[src/rtl/sync_fifo_prog_if.sv]
`default_nettype none
// ============================================================================
// Module      : sync_fifo_prog_if
// Description : Write/read handshake and status bundle for sync_fifo_prog.
// Revision    : 1.0 - initial release
// ============================================================================
interface sync_fifo_prog_if #(
    parameter int DATASIZE     = 8,
    parameter int ADDRESS_BITS = 4
);
    logic                    write_inc;
    logic [DATASIZE-1:0]     write_data;
    logic                    read_inc;
    logic                    err_clr;
    logic [DATASIZE-1:0]     read_data;
    logic                    write_full;
    logic                    rempty;
    logic                    almost_full;
    logic                    almost_empty;
    logic [ADDRESS_BITS:0]   fill_count;
    logic                    overflow;
    logic                    underflow;

    modport master (
        output write_inc, write_data, read_inc, err_clr,
        input  read_data, write_full, rempty, almost_full, almost_empty,
               fill_count, overflow, underflow
    );

    modport slave (
        input  write_inc, write_data, read_inc, err_clr,
        output read_data, write_full, rempty, almost_full, almost_empty,
               fill_count, overflow, underflow
    );
endinterface
`default_nettype wire

[src/rtl/sync_fifo_prog.sv]
`default_nettype none
// ============================================================================
// Module      : sync_fifo_prog
// Description : Single-clock FIFO with programmable almost-full/empty flags,
//               registered or first-word-fall-through read, and optional
//               sticky overflow/underflow flags (macro SYNC_FIFO_ERR_EN).
// Revision    : 1.0 - initial release
// ============================================================================
module sync_fifo_prog #(
    parameter int DATASIZE        = 8,
    parameter int ADDRESS_BITS    = 4,
    parameter int ALMOST_FULL_TH  = (2**ADDRESS_BITS) - 2,
    parameter int ALMOST_EMPTY_TH = 2,
    parameter int FWFT            = 0
) (
    input  wire logic         clk,
    input  wire logic         rst,
    sync_fifo_prog_if.slave   bus
);
    localparam int                      c_depth     = 2**ADDRESS_BITS;
    localparam logic [ADDRESS_BITS:0]   c_depth_cnt = (ADDRESS_BITS+1)'(c_depth);
    localparam logic [ADDRESS_BITS:0]   c_af_th     = (ADDRESS_BITS+1)'(ALMOST_FULL_TH);
    localparam logic [ADDRESS_BITS:0]   c_ae_th     = (ADDRESS_BITS+1)'(ALMOST_EMPTY_TH);
    localparam logic [ADDRESS_BITS:0]   c_cnt_one   = (ADDRESS_BITS+1)'(1);
    localparam logic [ADDRESS_BITS-1:0] c_ptr_one   = ADDRESS_BITS'(1);

    logic [ADDRESS_BITS-1:0] wr_ptr_q, wr_ptr_d;
    logic [ADDRESS_BITS-1:0] rd_ptr_q, rd_ptr_d;
    logic [ADDRESS_BITS:0]   fill_count_q, fill_count_d;
    logic [DATASIZE-1:0]     mem_q [c_depth];

    logic w_full;
    logic w_empty;
    logic w_wr_accept;
    logic w_rd_accept;

    // All status is decoded from the registered count, never from the requests.
    assign w_full      = (fill_count_q == c_depth_cnt);
    assign w_empty     = (fill_count_q == '0);
    assign w_wr_accept = bus.write_inc & ~w_full;
    assign w_rd_accept = bus.read_inc  & ~w_empty;

    always_comb begin
        wr_ptr_d     = wr_ptr_q;
        rd_ptr_d     = rd_ptr_q;
        fill_count_d = fill_count_q;
        if (w_wr_accept) begin
            wr_ptr_d = wr_ptr_q + c_ptr_one;
        end
        if (w_rd_accept) begin
            rd_ptr_d = rd_ptr_q + c_ptr_one;
        end
        case ({w_wr_accept, w_rd_accept})
            2'b10:   fill_count_d = fill_count_q + c_cnt_one;
            2'b01:   fill_count_d = fill_count_q - c_cnt_one;
            default: fill_count_d = fill_count_q;
        endcase
    end

    always_ff @(posedge clk) begin
        if (rst) begin
            wr_ptr_q     <= '0;
            rd_ptr_q     <= '0;
            fill_count_q <= '0;
        end else begin
            wr_ptr_q     <= wr_ptr_d;
            rd_ptr_q     <= rd_ptr_d;
            fill_count_q <= fill_count_d;
        end
    end

    // Storage is deliberately left unreset.
    always_ff @(posedge clk) begin
        if (w_wr_accept && !rst) begin
            mem_q[wr_ptr_q] <= bus.write_data;
        end
    end

    assign bus.write_full   = w_full;
    assign bus.rempty       = w_empty;
    assign bus.almost_full  = (fill_count_q >= c_af_th);
    assign bus.almost_empty = (fill_count_q <= c_ae_th);
    assign bus.fill_count   = fill_count_q;

    generate
        if (FWFT != 0) begin : g_fwft
            // Masked while empty so the output reads 0 out of reset.
            assign bus.read_data = w_empty ? '0 : mem_q[rd_ptr_q];
        end else begin : g_registered
            logic [DATASIZE-1:0] read_data_q, read_data_d;

            always_comb begin
                read_data_d = read_data_q;
                if (w_rd_accept) begin
                    read_data_d = mem_q[rd_ptr_q];
                end
            end

            always_ff @(posedge clk) begin
                if (rst) begin
                    read_data_q <= '0;
                end else begin
                    read_data_q <= read_data_d;
                end
            end

            assign bus.read_data = read_data_q;
        end
    endgenerate

`ifdef SYNC_FIFO_ERR_EN
    logic overflow_q, overflow_d;
    logic underflow_q, underflow_d;

    // A clear in the same cycle as a new error wins.
    always_comb begin
        overflow_d  = overflow_q;
        underflow_d = underflow_q;
        if (bus.err_clr) begin
            overflow_d  = 1'b0;
            underflow_d = 1'b0;
        end else begin
            if (bus.write_inc && w_full) begin
                overflow_d = 1'b1;
            end
            if (bus.read_inc && w_empty) begin
                underflow_d = 1'b1;
            end
        end
    end

    always_ff @(posedge clk) begin
        if (rst) begin
            overflow_q  <= 1'b0;
            underflow_q <= 1'b0;
        end else begin
            overflow_q  <= overflow_d;
            underflow_q <= underflow_d;
        end
    end

    assign bus.overflow  = overflow_q;
    assign bus.underflow = underflow_q;
`else
    logic w_unused_err_clr;
    assign w_unused_err_clr = bus.err_clr;
    assign bus.overflow     = 1'b0;
    assign bus.underflow    = 1'b0;
`endif

endmodule
`default_nettype wire

[src/flat_wrapper.sv]
// flat-port wrapper written by rule: the top's interface ports become plain ports
module sync_fifo_prog_flat 
#(
    parameter int DATASIZE        = 8,
    parameter int ADDRESS_BITS    = 4,
    parameter int ALMOST_FULL_TH  = (2**ADDRESS_BITS) - 2,
    parameter int ALMOST_EMPTY_TH = 2,
    parameter int FWFT            = 0
)
  (clk, rst, bus_write_inc, bus_write_data, bus_read_inc, bus_err_clr, bus_read_data, bus_write_full, bus_rempty, bus_almost_full, bus_almost_empty, bus_fill_count, bus_overflow, bus_underflow);
  sync_fifo_prog_if #(.DATASIZE(DATASIZE), .ADDRESS_BITS(ADDRESS_BITS)) bus_i ();
  input  wire logic clk;
  input  wire logic rst;
  input wire logic [$bits(bus_i.write_inc)-1:0] bus_write_inc;
  input wire logic [$bits(bus_i.write_data)-1:0] bus_write_data;
  input wire logic [$bits(bus_i.read_inc)-1:0] bus_read_inc;
  input wire logic [$bits(bus_i.err_clr)-1:0] bus_err_clr;
  output wire logic [$bits(bus_i.read_data)-1:0] bus_read_data;
  output wire logic [$bits(bus_i.write_full)-1:0] bus_write_full;
  output wire logic [$bits(bus_i.rempty)-1:0] bus_rempty;
  output wire logic [$bits(bus_i.almost_full)-1:0] bus_almost_full;
  output wire logic [$bits(bus_i.almost_empty)-1:0] bus_almost_empty;
  output wire logic [$bits(bus_i.fill_count)-1:0] bus_fill_count;
  output wire logic [$bits(bus_i.overflow)-1:0] bus_overflow;
  output wire logic [$bits(bus_i.underflow)-1:0] bus_underflow;
  assign bus_i.write_inc = bus_write_inc;
  assign bus_i.write_data = bus_write_data;
  assign bus_i.read_inc = bus_read_inc;
  assign bus_i.err_clr = bus_err_clr;
  assign bus_read_data = bus_i.read_data;
  assign bus_write_full = bus_i.write_full;
  assign bus_rempty = bus_i.rempty;
  assign bus_almost_full = bus_i.almost_full;
  assign bus_almost_empty = bus_i.almost_empty;
  assign bus_fill_count = bus_i.fill_count;
  assign bus_overflow = bus_i.overflow;
  assign bus_underflow = bus_i.underflow;
  sync_fifo_prog #(.DATASIZE(DATASIZE), .ADDRESS_BITS(ADDRESS_BITS), .ALMOST_FULL_TH(ALMOST_FULL_TH), .ALMOST_EMPTY_TH(ALMOST_EMPTY_TH), .FWFT(FWFT)) u_core (.clk(clk), .rst(rst), .bus(bus_i));
endmodule
[config.mk]
export PLATFORM = sky130hd
export DESIGN_NAME = sync_fifo_prog_flat
export DESIGN_NICKNAME = d
export VERILOG_FILES = /design/src/rtl/sync_fifo_prog_if.sv /design/src/rtl/sync_fifo_prog.sv /design/src/flat_wrapper.sv
export SDC_FILE = /design/constraint.sdc
export NUM_CORES = 1
export LEC_CHECK = 0
export CAP_MARGIN = 20
export CORE_AREA = 2 2 105 107
export CTS_CLUSTER_SIZE = 10
export DETAILED_ROUTE_END_ITERATION = 6
export DIE_AREA = 0 0 107 109
export PLACE_DENSITY = 0.87
export SKIP_LAST_GASP = 1
export SYNTH_ARGS = -nofsm -noshare
export SYNTH_HDL_FRONTEND = slang
export SYNTH_SLANG_ARGS = --single-unit
[constraint.sdc]
create_clock -name clk -period 4.11 [get_ports clk]
set_clock_uncertainty 0.2 [all_clocks]
set_input_delay 0.822 -clock clk [delete_from_list [all_inputs] [get_ports clk]]
set_output_delay 0.822 -clock clk [all_outputs]
set_load 0.01 [all_outputs]
==> results of run 1 <==
==> area by class of cell <==
class / count / area (um^2) / share of cell area, %
multi-input combinational: 197 / 1670 / 23.7
inverter: 7 / 26.3 / 0.374
timing repair buffer: 34 / 325 / 4.63
clock inverter: 15 / 159 / 2.26
clock buffer: 17 / 414 / 5.89
sequential: 149 / 4270 / 60.7
tap: 140 / 175 / 2.49
==> worst register-to-register path: cells and delay by family (launching register included) <==
kind                     cells  cell delay [ns]
adder cells (fa/ha/maj)      2             0.56
flip-flops                   1             0.38
multiplexers                 1             0.27
AND/OR/NAND/NOR              3             1.10
AO/OA/AOI/OAI                3             0.61
==> registers in the layout (all words and copies together), names as in the netlist <==
register / count
u_core.mem_q: 128
u_core.bus.fill_count: 5
u_core.bus.read_data: 8
u_core.rd_ptr_q: 4
u_core.wr_ptr_q: 4
==> stage by stage <==
step	cell area, um^2	setup slack (ns)	utilization (%)	hold WS, ns	power (W)
final	7030	0.883	66.3	0.333	0.00426
after global placement	6460	0.675	60.9	0.328	0.00275
after global routing	7030	0.757	66.3	0.354	0.00441
after floorplan	6090	0.980	-	0.336	0.00248
after CTS	7030	0.895	66.3	0.334	0.00427
after detailed placement	6460	0.530	60.9	0.325	0.00280
==> worst max path at each step <==
| stage | from | to | slack (ns) |
|---|---|---|---|
| floorplan | u_core.bus.fill_count[0] | u_core.bus.fill_count[4] | 0.98 |
| global placement | bus_write_inc | u_core.bus.fill_count[4] | 0.68 |
| detailed placement | bus_write_inc | u_core.bus.fill_count[4] | 0.53 |
| CTS | u_core.bus.fill_count[0] | u_core.bus.fill_count[4] | 0.89 |
| global route | u_core.bus.fill_count[0] | u_core.bus.fill_count[4] | 0.76 |
| finish | u_core.bus.fill_count[0] | u_core.bus.fill_count[4] | 0.88 |
==> per-layer routing <==
metal	up-vias	global-route usage, %
met2	191	35.7
met3	37	5.56
met5	-	0
met1	1679	30.0
met4	0	10.6
li1	1504	-
==> synthesized netlist by cell type <==
library cell  number  area (um^2)
o21a_4             1         15.0
nor4_1             1         6.26
xor2_1             4         35.0
or3b_1             2         17.5
a22o_1             1         8.76
buf_2              9         45.0
or3_1              1         6.26
xor2_2             1         16.3
conb_1             1         3.75
nand2_1            8         30.0
a21boi_2           1         11.3
a31o_2             1         8.76
mux2i_1           36          360
a2111oi_0          1         8.76
nand4_1            2         12.5
or4_4              1         11.3
o22ai_1           16          100
nor2_1            51          191
inv_1              7         26.3
a21o_1             1         7.51
a22oi_1            7         52.6
clkbuf_1           6         22.5
a21oi_1            5         25.0
nor3_1             2         10.0
dfxtp_1           21          420
xnor2_1            3         26.3
mux2_2             3         33.8
buf_4              4         30.0
o21ai_0            2         10.0
nand2_4            1         11.3
nand3_1            1         5.00
mux4_2            14          315
nand3b_1           4         30.0
nor2b_1            3         18.8
buf_6              3         33.8
ha_1               9          113
edfxtp_1         128         3840
or4_1              1         7.51
a311oi_2           8          120
fa_1               1         20.0
and2_1             2         12.5
==> logic make-up after synthesis <==
| kind of cell | after synthesis | share of synthesized area (%) |
|---|---|---|
| buf+inv | 29 | 2.59 |
| fa+ha+maj | 10 | 2.18 |
| xor+xnor | 8 | 1.28 |
| flops | 149 | 70.1 |
| other cells | 1 | 0.0616 |
| simple gates | 80 | 6.09 |
| compound gates | 44 | 6.05 |
| mux | 53 | 11.7 |
==> where the power goes <==
| group | switching, W | total [W] | internal (W) |
|---|---|---|---|
| combinational | 0.000474 | 0.000949 | 0.000474 |
| sequential | 0.0000962 | 0.00183 | 0.00173 |
| clock | 0.000617 | 0.00148 | 0.000866 |
| total | 0.00119 | 0.00426 | 0.00307 |
==> metrics, run 1 <==
routed wl met3=962 um; core area=~11000 um^2; CTS Buf Count=17; TNS Setup=0 ns; CP startpoint kind=flip-flop; share of cells above drive strength 1=16.2%; CP top delay family=simple AND/OR/NAND/NOR gates; CTS resizes=0; FF-to-FF End=u_core.bus.fill_count[4]; drt drc=0; initial antenna violation count=0; synth-to-layout area growth=15.6%; HPWL after detailed placement=7.38 mm; uppermost layer routed=met4; vias in the first global route=3352; Starting Density=a little under three fifths; RSZ-0062 raised after global routing=no; Post-CTS Hold Fix Bufs=0; Worst Path Required=around 4.3 ns; final worst-path cycle share=78.5%; postcts setup bufs=0; die height=109 um; ant diodes=0; DRT antenna net count=0; hold wc startpoint=u_core.bus.read_data[4]; sequential share of the synthesized area=70.1%; GRT overflow=0; clock buffer depth=2; number of stages on the worst setup path=9; status=finished, final reports clean; Layout Nets=roughly 430; Final Hold Viols=0; Worst Hold End=u_core.bus.read_data[4]; First DRT Iteration DRCs=408; most frequent cells in the layout=edfxtp_1, nor2_1, mux2i_1; Max Freq=0.310 GHz; clock sinks=149; R2R Path Start=u_core.bus.fill_count[0]; CTS root buffer=clkbuf_8; pin count of the biggest net entering global routing=25; Routed WL per cell=21.7 um; crit-path cells=or4_4 > o21a_4 > ha_1 > ha_1 > nor2b_1 > o21ai_0 > a21oi_1 > or3b_1 > mux2_2; Post-Syn Area per Cell=16.3 um^2; # rows=38; reg2reg path depth=9; first-pass GRT wire length=18.6 mm; Via-to-Cell Ratio=6.10; worst supply voltage drop on vdd=slightly below 400 uV; CTS tree=done; Synth Register Bits=149; slowest cell delay on critical path=0.57 ns; most numerous cell on the critical path=ha_1; # fillers=683; Worst-path clk slew=~0.060 ns; non-filler cells, final=~560; minimum clock period=3.23 ns; Hold Path Depth=2; commonest non-fill, non-tap cell in the layout=edfxtp_1; worst slew pin tran=0.799 ns; Syn Std Cell Area=6080 um^2; GP Congestion=0.852; Max H-tree Level=4; Arrival @ worst endpoint=3.45 ns; IO Pins=32; Crit Path Category=reg -> reg; worst path bufs/invs=0; Max-Cap Viols=0; Worst Setup End Kind=flip-flop; Die Span X=107 um; Critical-path top delay cell=or4_4; clk_lat worst skew=0.54 ns; Pre-Repair DR Iteration Count=5; GRT Util Overall=22.6%; Ys Warns=0; DR vias=3411; Mapped Cells=374; Die ar.=11700 um^2; Synth cell types=41; Routed WL=12.1 mm; Hold Path Class=reg -> reg; crit-path max FO=7; PwrDens=606 nW/um^2; relative slew slack=approximately 47%; Cells after DPL=527; Reg2Reg Setup Slack=0.88 ns; final setup fails=0; max-slew violations=0; Metal-1 WL=4.93 mm; Lkg Pwr=2.26 nW; met2 WL=slightly below 6 mm; I/O Buffers=28
(Power assumes the default switching activity.)
==> run 2: changes to the inputs <==
Settings changed: CORE_AREA 2 2 105 107 to 2 2 110 112, DIE_AREA 0 0 107 109 to 0 0 112 114, PLACE_DENSITY 0.87 to 0.84.
Clock period 4.11 ns to 2.6 ns, I/O delays scaled along.
==> metrics, run 2 (synthesized netlist as in run 1, its figures left out) <==
switching share of power=26.2% (-1.6 points); GRT Util Overall=20.6% (-2.1 points); CP top delay family=simple AND/OR/NAND/NOR gates; minimum clock period=2.80 ns (-0.427 ns); Clock Power Share=36.8% (+2.0 points); Pre-Repair DR Iteration Count=4 (-1); Routed WL=12.5 mm (+2.6%); WHS=0.333 ns (+0.000430 ns); CTS Buf Count=17 (unchanged); relative slew slack=55.2% (+8.6 points); Die Span X=112 um (+4.7%); CTS root buffer=clkbuf_16; final setup fails=1 (+1); Max H-tree Level=4 (unchanged); max FFs per register=128 (unchanged); die height=114 um (+4.6%); pin count of the biggest net entering global routing=26 (+4.0%); failing checks=negative setup slack; Critical-path top delay cell=or4_4; drt drc=0 (unchanged); Core Util, Final=63.3% (-3.0 points); Routed WL per cell=20.8 um (-4.2%); Die ar.=12800 um^2 (+9.5%); commonest non-fill, non-tap cell in the layout=edfxtp_1; most numerous cell on the critical path=ha_4; fin area=7420 um^2 (+5.5%); Layout Nets=462 (+7.7%); CP startpoint kind=flip-flop; worst slew pin tran=0.670 ns (-0.129 ns); crit-path max FO=4 (-3); clock buffer depth=2 (unchanged); DRT antenna net count=0 (unchanged); RSZ-0062 raised after global routing=yes; worst supply voltage drop on vdd=1060 uV (+170%); worst path bufs/invs=0 (unchanged); clock sinks=149 (unchanged); Worst Path Required=2.71 ns (-1.63 ns); share of cells above drive strength 1=24.3% (+8.1 points); I/O Buffers=28 (unchanged); Lkg Pwr=2.47 nW (+9.4%); Pint=0.00538 W (+75%); PwrDens=983 nW/um^2 (+62%); reg2reg path depth=9 (unchanged); slowest cell delay on critical path=0.54 ns (-0.03 ns); Final Hold Viols=0 (unchanged); DR vias=3435 (+0.70%); Max-Cap Viols=0 (unchanged); R2R Path Start=u_core.bus.fill_count[2]; Switch Pwr=0.00191 W (+61%); HPWL after detailed placement=7.99 mm (+8.3%); number of stages on the worst setup path=9 (unchanged); final setup margin=-0.200 ns (-1.08 ns); first-pass GRT wire length=19.3 mm (+3.8%); vias in the first global route=3542 (+5.7%); Arrival @ worst endpoint=2.91 ns (-0.54 ns); Hold Path Depth=2 (unchanged); clk_lat worst skew=0.42 ns (-0.12 ns); # rows=40 (+5.3%); Post-CTS Hold Fix Bufs=0 (unchanged); Worst Setup End Kind=flip-flop; CTS tree=done; top register by number of flip-flops=u_core.mem_q; max-slew violations=0 (unchanged); most frequent cells in the layout=edfxtp_1, nor2_1, buf_4; Flop pwr share=39.1% (-3.8 points); initial antenna violation count=0 (unchanged); Hold Path Class=reg -> reg; Starting Density=51.9% (-5.4 points); GP Congestion=0.805 (-5.6%); GRT overflow=0 (unchanged); Worst-path clk slew=0.06 ns (about the same); DP Area=6750 um^2 (+4.5%); IO Pins=32 (unchanged); Max Freq=0.357 GHz (+15%); synth-to-layout area growth=21.9%; First DRT Iteration DRCs=253 (-38%); Comb pwr share=24.1% (+1.8 points); status=complete, but fails checks; CP Launch Point=u_core.bus.fill_count[2]; core area=11700 um^2 (+10%); Crit Path Category=reg -> reg; Via-to-Cell Ratio=5.73 (-6.0%); final worst-path cycle share=108% (+29 points); hold wc startpoint=u_core.bus.read_data[5]; crit-path cells=or4_4 > o21a_4 > ha_4 > ha_4 > nor2b_4 > o21ai_2 > a21oi_1 > or3b_1 > mux2_2; Setup WS pre-CTS=-0.474 ns (-1.00 ns); ant diodes=0 (unchanged)
[run 2: cell count changes in the layout (fill, tap and decap cells not counted), sizes merged]
cell / before / now
bufinv: 2 / 5
clkbuf: 17 / 19
dlygate4sd2: 0 / 2
clkinvlp: 1 / 2
clkdlybuf4s50: 28 / 26
inv: 8 / 12
clkinv: 11 / 1
buf: 6 / 39
[run 2: path summary, 6_finish.rpt]
kind | endpoint | slack [ns]
setup / recovery | u_core.bus.fill_count[4] | -0.20
hold / removal | u_core.bus.read_data[5] | 0.33
setup reg to reg | u_core.bus.fill_count[4] | -0.20
hold reg to reg | u_core.bus.read_data[5] | 0.33
[run 2: per-stage QoR]
stage | cells | TNS [ns] | total power, W
2_1_floorplan | 375 | -0.339 | 0.00397
3_3_place_gp | 566 | -0.434 | 0.00457
3_5_place_dp | 566 | -0.488 | 0.00464
4_1_cts | 599 | -0.183 | 0.00731
5_1_grt | 599 | -0.312 | 0.00756
6_report | 599 | -0.200 | 0.00729
[run 2: final cells by class]
type	instances	area, um^2
clock buffer	19	433
sequential	149	4270
clock inverter	13	216
fill	791	4290
multi-input combinational	197	1700
timing repair buffer	67	583
tap	147	184
inverter	7	26.3
[run 2: timing repair]
item                       CTS  global route
buffers inserted             1             0
pin swaps                    7             1
setup endpoints to repair    3             2
resized for setup            7             0
[run 2: worst register-to-register path, cell delays in order, from the launching register on]
cell and delay [ns]:
dfxtp_2 0.33, or4_4 0.54, o21a_4 0.23, ha_4 0.18
ha_4 0.21, nor2b_4 0.13, o21ai_2 0.14, a21oi_1 0.08
or3b_1 0.38, mux2_2 0.27
[run 2: power groups by stage]
stage	clock network, W	logic (W)	registers (W)
2_1_floorplan	0	0.00104	0.00292
3_3_place_gp	0	0.00168	0.00289
3_5_place_dp	0	0.00174	0.00290
4_1_cts	0.00271	0.00175	0.00285
5_1_grt	0.00281	0.00188	0.00287
6_report	0.00269	0.00175	0.00285
[run 2: metal layers]
layer	vias to the layer above	track usage (%)	part of all wire (%)
met1	1718	24.7	41
met4	0	9.92	2.5
met3	23	5.79	5.1
met5	-	0	0
li1	1563	-	-
met2	131	34.7	52
==> run 3: changes to the inputs <==
Settings changed: SLEW_MARGIN set to 20.
==> results of run 3 <==
Same layout as run 2: the final DEF is identical, and so are final timing and power.
